[src/rtl/cpu_pkg.sv]
// Shared CPU widths, reset PC, instruction field positions and NOP encoding.
package cpu_pkg;
  localparam int INSTR_W    = 16;
  localparam int PC_W       = 16;
  localparam int REG_ADDR_W = 4;

  localparam logic [PC_W-1:0]    PC_RESET  = 16'h0000;
  localparam logic [INSTR_W-1:0] NOP_INSTR = 16'h0000;

  localparam int RD_LSB  = 8;
  localparam int RS1_LSB = 4;
  localparam int RS2_LSB = 0;

  typedef struct packed {
    logic [PC_W-1:0]    pc;
    logic [INSTR_W-1:0] instr;
  } fetch_entry_t;

  function automatic logic [REG_ADDR_W-1:0] reg_field(input logic [INSTR_W-1:0] instr,
                                                      input int lsb);
    return instr[lsb +: REG_ADDR_W];
  endfunction
endpackage

[src/rtl/fetch_buffer.sv]
// Two-entry FIFO of fetched {pc, instr} pairs between the memory response and IF/ID.
module fetch_buffer
  import cpu_pkg::*;
(
  input  logic         clk,
  input  logic         rst,
  input  logic         push,
  input  fetch_entry_t push_data,
  input  logic         pop,
  input  logic         clear,
  output fetch_entry_t head,
  output logic [1:0]   count
);
  fetch_entry_t entry_q [2];
  logic         wr_ptr_q;
  logic         rd_ptr_q;
  logic [1:0]   count_q;

  always_ff @(posedge clk or posedge rst) begin
    if (rst) begin
      for (int i = 0; i < 2; i++) entry_q[i] <= '0;
      wr_ptr_q <= 1'b0;
      rd_ptr_q <= 1'b0;
      count_q  <= 2'd0;
    end else if (clear) begin
      wr_ptr_q <= 1'b0;
      rd_ptr_q <= 1'b0;
      count_q  <= 2'd0;
    end else begin
      if (push) begin
        entry_q[wr_ptr_q] <= push_data;
        wr_ptr_q          <= ~wr_ptr_q;
      end
      if (pop) rd_ptr_q <= ~rd_ptr_q;
      count_q <= count_q + 2'(push) - 2'(pop);
    end
  end

  assign head  = entry_q[rd_ptr_q];
  assign count = count_q;
endmodule

[src/rtl/fetch_stage.sv]
// Instruction fetch: PC, request issue with epoch-tagged in-flight tracking,
// a 2-deep fetch buffer and the IF/ID pipeline register.
module fetch_stage
  import cpu_pkg::*;
(
  input  logic                  clk,
  input  logic                  rst,
  input  logic                  pc_write,
  input  logic                  ifid_write,
  input  logic                  redirect_valid,
  input  logic [PC_W-1:0]       redirect_pc,
  output logic                  imem_req,
  output logic [PC_W-1:0]       imem_addr,
  input  logic                  imem_rvalid,
  input  logic [INSTR_W-1:0]    imem_rdata,
  output logic                  ifid_valid,
  output logic [INSTR_W-1:0]    ifid_instr,
  output logic [PC_W-1:0]       ifid_pc,
  output logic [REG_ADDR_W-1:0] ifid_rd,
  output logic [REG_ADDR_W-1:0] ifid_rs1,
  output logic [REG_ADDR_W-1:0] ifid_rs2
);
  localparam logic [PC_W-1:0] PC_ONE = 1;

  logic [PC_W-1:0] pc_q;
  logic [PC_W-1:0] inflight_pc_q;
  logic            inflight_q;
  logic            inflight_epoch_q;
  logic            epoch_q;
  fetch_entry_t    ifid_q;
  logic            ifid_valid_q;

  fetch_entry_t    buf_head;
  fetch_entry_t    resp_entry;
  logic [1:0]      buf_count;
  logic [1:0]      occupancy;
  logic            buf_empty;
  logic            issue;
  logic            resp_ok;
  logic            bypass;
  logic            buf_push;
  logic            buf_pop;

  // Memory handshake: imem_req is a one-cycle request that is always accepted;
  // imem_rvalid/imem_rdata answer it exactly one cycle later. Issue is gated so
  // buffered plus in-flight words never exceed the two buffer slots.
  assign occupancy  = buf_count + 2'(inflight_q);
  assign buf_empty  = (buf_count == 2'd0);
  assign issue      = !rst && pc_write && !redirect_valid && (occupancy < 2'd2);
  assign resp_ok    = imem_rvalid && inflight_q && (inflight_epoch_q == epoch_q);
  assign bypass     = ifid_write && buf_empty && resp_ok;
  assign buf_push   = resp_ok && !redirect_valid && !bypass;
  assign buf_pop    = ifid_write && !buf_empty && !redirect_valid;
  assign resp_entry = '{pc: inflight_pc_q, instr: imem_rdata};

  assign imem_req  = issue;
  assign imem_addr = pc_q;

  fetch_buffer u_fetch_buffer (
    .clk       (clk),
    .rst       (rst),
    .push      (buf_push),
    .push_data (resp_entry),
    .pop       (buf_pop),
    .clear     (redirect_valid),
    .head      (buf_head),
    .count     (buf_count)
  );

  always_ff @(posedge clk or posedge rst) begin
    if (rst) begin
      pc_q             <= PC_RESET;
      inflight_pc_q    <= '0;
      inflight_q       <= 1'b0;
      inflight_epoch_q <= 1'b0;
      epoch_q          <= 1'b0;
    end else if (redirect_valid) begin
      // Toggling the epoch orphans any response still owed to the old path.
      pc_q       <= redirect_pc;
      epoch_q    <= ~epoch_q;
      inflight_q <= 1'b0;
    end else begin
      inflight_q <= issue;
      if (issue) begin
        pc_q             <= pc_q + PC_ONE;
        inflight_pc_q    <= pc_q;
        inflight_epoch_q <= epoch_q;
      end
    end
  end

  always_ff @(posedge clk or posedge rst) begin
    if (rst) begin
      ifid_q       <= '0;
      ifid_valid_q <= 1'b0;
    end else if (redirect_valid) begin
      ifid_q       <= '{pc: '0, instr: NOP_INSTR};
      ifid_valid_q <= 1'b0;
    end else if (ifid_write) begin
      if (!buf_empty) begin
        ifid_q       <= buf_head;
        ifid_valid_q <= 1'b1;
      end else if (resp_ok) begin
        ifid_q       <= resp_entry;
        ifid_valid_q <= 1'b1;
      end else begin
        ifid_q       <= '{pc: '0, instr: NOP_INSTR};
        ifid_valid_q <= 1'b0;
      end
    end
  end

  assign ifid_valid = ifid_valid_q;
  assign ifid_instr = ifid_q.instr;
  assign ifid_pc    = ifid_q.pc;
  // Bubbles present r0 on every register field so hazard checks ignore them.
  assign ifid_rd  = ifid_valid_q ? reg_field(ifid_q.instr, RD_LSB)  : '0;
  assign ifid_rs1 = ifid_valid_q ? reg_field(ifid_q.instr, RS1_LSB) : '0;
  assign ifid_rs2 = ifid_valid_q ? reg_field(ifid_q.instr, RS2_LSB) : '0;
endmodule

[config.mk]
export PLATFORM = sky130hd
export DESIGN_NAME = fetch_stage
export DESIGN_NICKNAME = d
export VERILOG_FILES = /design/src/rtl/cpu_pkg.sv /design/src/rtl/fetch_buffer.sv /design/src/rtl/fetch_stage.sv
export SDC_FILE = /design/constraint.sdc
export NUM_CORES = 1
export LEC_CHECK = 0
export ABC_CLOCK_PERIOD_IN_PS = 4700
export BUFFER_PORTS_ARGS = -buffer_cell sky130_fd_sc_hd__buf_2
export CORE_MARGIN = 2
export CORE_UTILIZATION = 51
export CTS_BUF_LIST = sky130_fd_sc_hd__clkbuf_16
export CTS_CLUSTER_SIZE = 8
export DETAILED_ROUTE_END_ITERATION = 8
export PLACE_DENSITY = 0.73
export SETUP_SLACK_MARGIN = 0.1
export SLEW_MARGIN = 20
export SYNTH_ARGS = -nofsm -noshare
export SYNTH_HDL_FRONTEND = slang
export SYNTH_SLANG_ARGS = --single-unit
[constraint.sdc]
create_clock -name clk -period 4.7 [get_ports clk]
set_input_delay 0.47 -clock clk [delete_from_list [all_inputs] [get_ports clk]]
set_output_delay 0.47 -clock clk [all_outputs]
set_load 0.03 [all_outputs]
==> metrics.txt <==
clock tree root buffer cell=clkbuf_16; largest stage delay on the critical path=570 ps; PD cells=428.2 nW/um2; Post-DRT Antenna Nets=0; Die W=roughly 110 um; Area after DPL=6815 um2; HPWL Detailed=8247 um; Cell Count, Final, Fillers Out=789; die extent in y=114.7 um; Max Slew Vio Count=0; met1 Track Usage GR=between 20% and 30%; Hold Startpoint=redirect_pc[13]; commonest cells after routing, fill and taps aside=135 x dfrtp_1, 99 x buf_2, 52 x mux2_2; via/cell ratio=5.748; Post-Route Skew=7.298 ps; crit-path cells=buf_2, buf_4, clkinv_1, and2_1, buf_2; DIE AREA=~13000 um2; EDFF count, synth=0; Worst-Skew Late Latency=410 ps; crit share post-route=63.57%; Area Overhead vs Synth=17.47%; initial antenna violation count=0; dpl cells=758; storage element area=3405 um2; Synthesis Warnings=0; critical path class=primary input to output pin; drt drc=0; worst-case reg-to-reg path depth=5; sequential power share=47.9%; n_diodes=0; maximum VDD drop=260.3 uV; post-CTS resize count=0; Mapped Area=between 6000 and 7000 um2; Max clock buf depth=2; vias in the first global route=4519; hold_buf cts=0; Crit. End Element=output pin; Hold Vio Cnt, Final=0; Fill cells=982; Post-Synth XOR/XNOR Area=under 10%; GRT busiest layer=met2; Post-Place Setup Slack=~1700 ps; post-route cell area=7345 um2; drt wl/cell=16.70 um; Max Clk Rate=334.7 MHz; grt ovf=0; Hold Path Class=primary input to register; First-pass DRT Iterations=5; Yosys cell types=43; multi-input logic area=2658 um2; Simple-Gate Fraction of Synth Area=10.87%; most common cell after layout, fill and taps aside=dfrtp_1; num rows=40; starting density of the core=52.05%; cts bufs inserted=17; Worst Hold End=imem_addr[13]; Net Switching=865.5 uW; adder-cell share of the synthesized area=less than 1%; Synth Area in Compound Gates=under 10%; Tot GR Track Use=a little over a fifth; sequential fraction of the synthesis area=54.43%; met2 usage=between 30% and 40%; syn avg cell area=11.54 um2; Final nets=671; RSZ-0062 raised after global routing=false; share of cells above drive strength 1=roughly 30%; Slew @ Worst Pin=between 1000 and 1500 ps; reg2reg start=u_fetch_buffer.count[1]; multiplexer share of the synthesized area=19.87%; total number of vias=4535; Combinational Power Share=15.0%; Ports=100; most frequent CP cell=buf_2; critical path data arrival time=2520 ps; initial drt markers=360; Post-Synthesis Cells=between 500 and 600; worst reg2reg path endpoint=u_fetch_buffer.entry_q[63]; top_reg_cell synth=dfrtp_1; Post-synth ARST share=100.0%; largest family of logic cells by synthesized area=multiplexers; Slew HR=31.48%; min Tclk post-route=2988 ps; # setup viols final=0; final wirelength=approximately 13000 um; H-tree levels=4; worst endpoint required time=between 4000 and 5000 ps; Max Cap Viol=0; CTS tree=yes; clock sink count=136; Final WS setup=1712 ps; first-pass GRT wire length=~22000 um; Pint=2.279 mW; CP Max Fanout=a little under 60; # Post-CTS Setup Buffers=0; leakage power=~3.5 nW; Clk network pwr share=a little under two fifths; clock slew at reported path FFs=about 60 ps; syn_nets=~580; setup_tns=0 ps; slowest stage cell on the critical path=clkinv_1; hold-critical path depth=2; core area=12010 um2; setup slack, reg-to-reg=1920 ps; Port-buffer cells=99; largest net degree at the start of global routing=70; status=complete, no violations; #FFs+latches synth=136; gpl congestion=0.8221; CP Launch Type=primary input; sw frac=between 20 and 30%; met3 usage=5.400%
-- worst max-delay path by stage --
stage | start | endpoint | depth (start not counted)
after floorplan | rst | imem_req | 5
after global placement | redirect_valid | imem_req | 5
after detailed placement | redirect_valid | imem_req | 5
after CTS | redirect_valid | imem_req | 5
after global routing | redirect_valid | imem_req | 5
final | redirect_valid | imem_req | 5
-- cell families after synthesis --
family	after synthesis
xor+xnor	10
compound gates	100
mux	114
simple gates	135
flops	136
buf+inv	44
fa+ha+maj	3
-- per-layer routing --
metal  share of wire (%)  wire [um]  vias up
met5                   0          0        -
met4                 1.4        183        0
met3                 5.9        781       19
met2                  46       6122      154
met1                  46       6093     2247
li1                    -          -     2115
-- synthesized netlist by cell type, types with 2 or more instances --
cell type | instances | area share (%)
nor3_1 | 33 | 2.6
xnor2_1 | 6 | 0.84
a21oi_1 | 33 | 2.6
a211oi_1 | 3 | 0.36
mux2_1 | 29 | 5.2
and2_1 | 14 | 1.4
a21o_1 | 2 | 0.24
nand3_1 | 6 | 0.48
mux2i_1 | 33 | 5.3
buf_2 | 12 | 0.96
a31oi_1 | 7 | 0.70
or4_1 | 7 | 0.84
ha_1 | 3 | 0.60
nand2_1 | 13 | 0.78
inv_1 | 6 | 0.36
buf_6 | 4 | 0.72
nor2b_1 | 2 | 0.20
o21ai_0 | 40 | 3.2
nor2_1 | 45 | 2.7
clkbuf_1 | 19 | 1.1
and4_1 | 2 | 0.28
a211o_1 | 2 | 0.28
nand4_1 | 3 | 0.30
mux2_2 | 52 | 9.4
xor2_1 | 4 | 0.56
nand3b_1 | 4 | 0.48
o31ai_1 | 7 | 0.84
dfrtp_1 | 136 | 54
-- cell type report --
cell class	instances	area share, %
Sequential cell	136	46.35
Multi-Input combinational cell	362	36.18
Timing Repair Buffer	106	7.462
Clock buffer	17	5.792
Tap cell	147	2.504
Clock inverter	14	1.295
Inverter	7	0.4089
-- metrics by stage --
stage	total power, mW	util [%]	hold WS (ps)
floorplan	1.835	-	457.4
global placement	1.954	56.74	465.6
detailed placement	1.995	56.74	476.6
CTS	3.169	61.07	261.1
global route	3.302	61.15	269.8
finish	3.145	61.15	272.3
-- critical path: cells and delay by family --
| kind | cells | cell delay [ps] |
|---|---|---|
| buffers and inverters | 4 | 1460 |
| and+or+nand+nor | 1 | 560 |
-- power groups by stage --
stage | clock network [mW] | logic [mW] | registers (mW)
6_report | 1.17 | 0.472 | 1.51
5_1_grt | 1.25 | 0.524 | 1.53
4_1_cts | 1.19 | 0.476 | 1.50
3_5_place_dp | 0 | 0.473 | 1.52
3_3_place_gp | 0 | 0.451 | 1.50
2_1_floorplan | 0 | 0.311 | 1.52
-- registers in the layout (all words and copies together) (netlist names) --
name	count
u_fetch_buffer.count	2
epoch_q	1
u_fetch_buffer.entry_q	64
inflight_q	1
u_fetch_buffer.wr_ptr_q	1
ifid_pc	16
ifid_valid	1
inflight_pc_q	16
ifid_instr	16
imem_addr	16
u_fetch_buffer.rd_ptr_q	1
inflight_epoch_q	1
(Power assumes the default switching activity.)
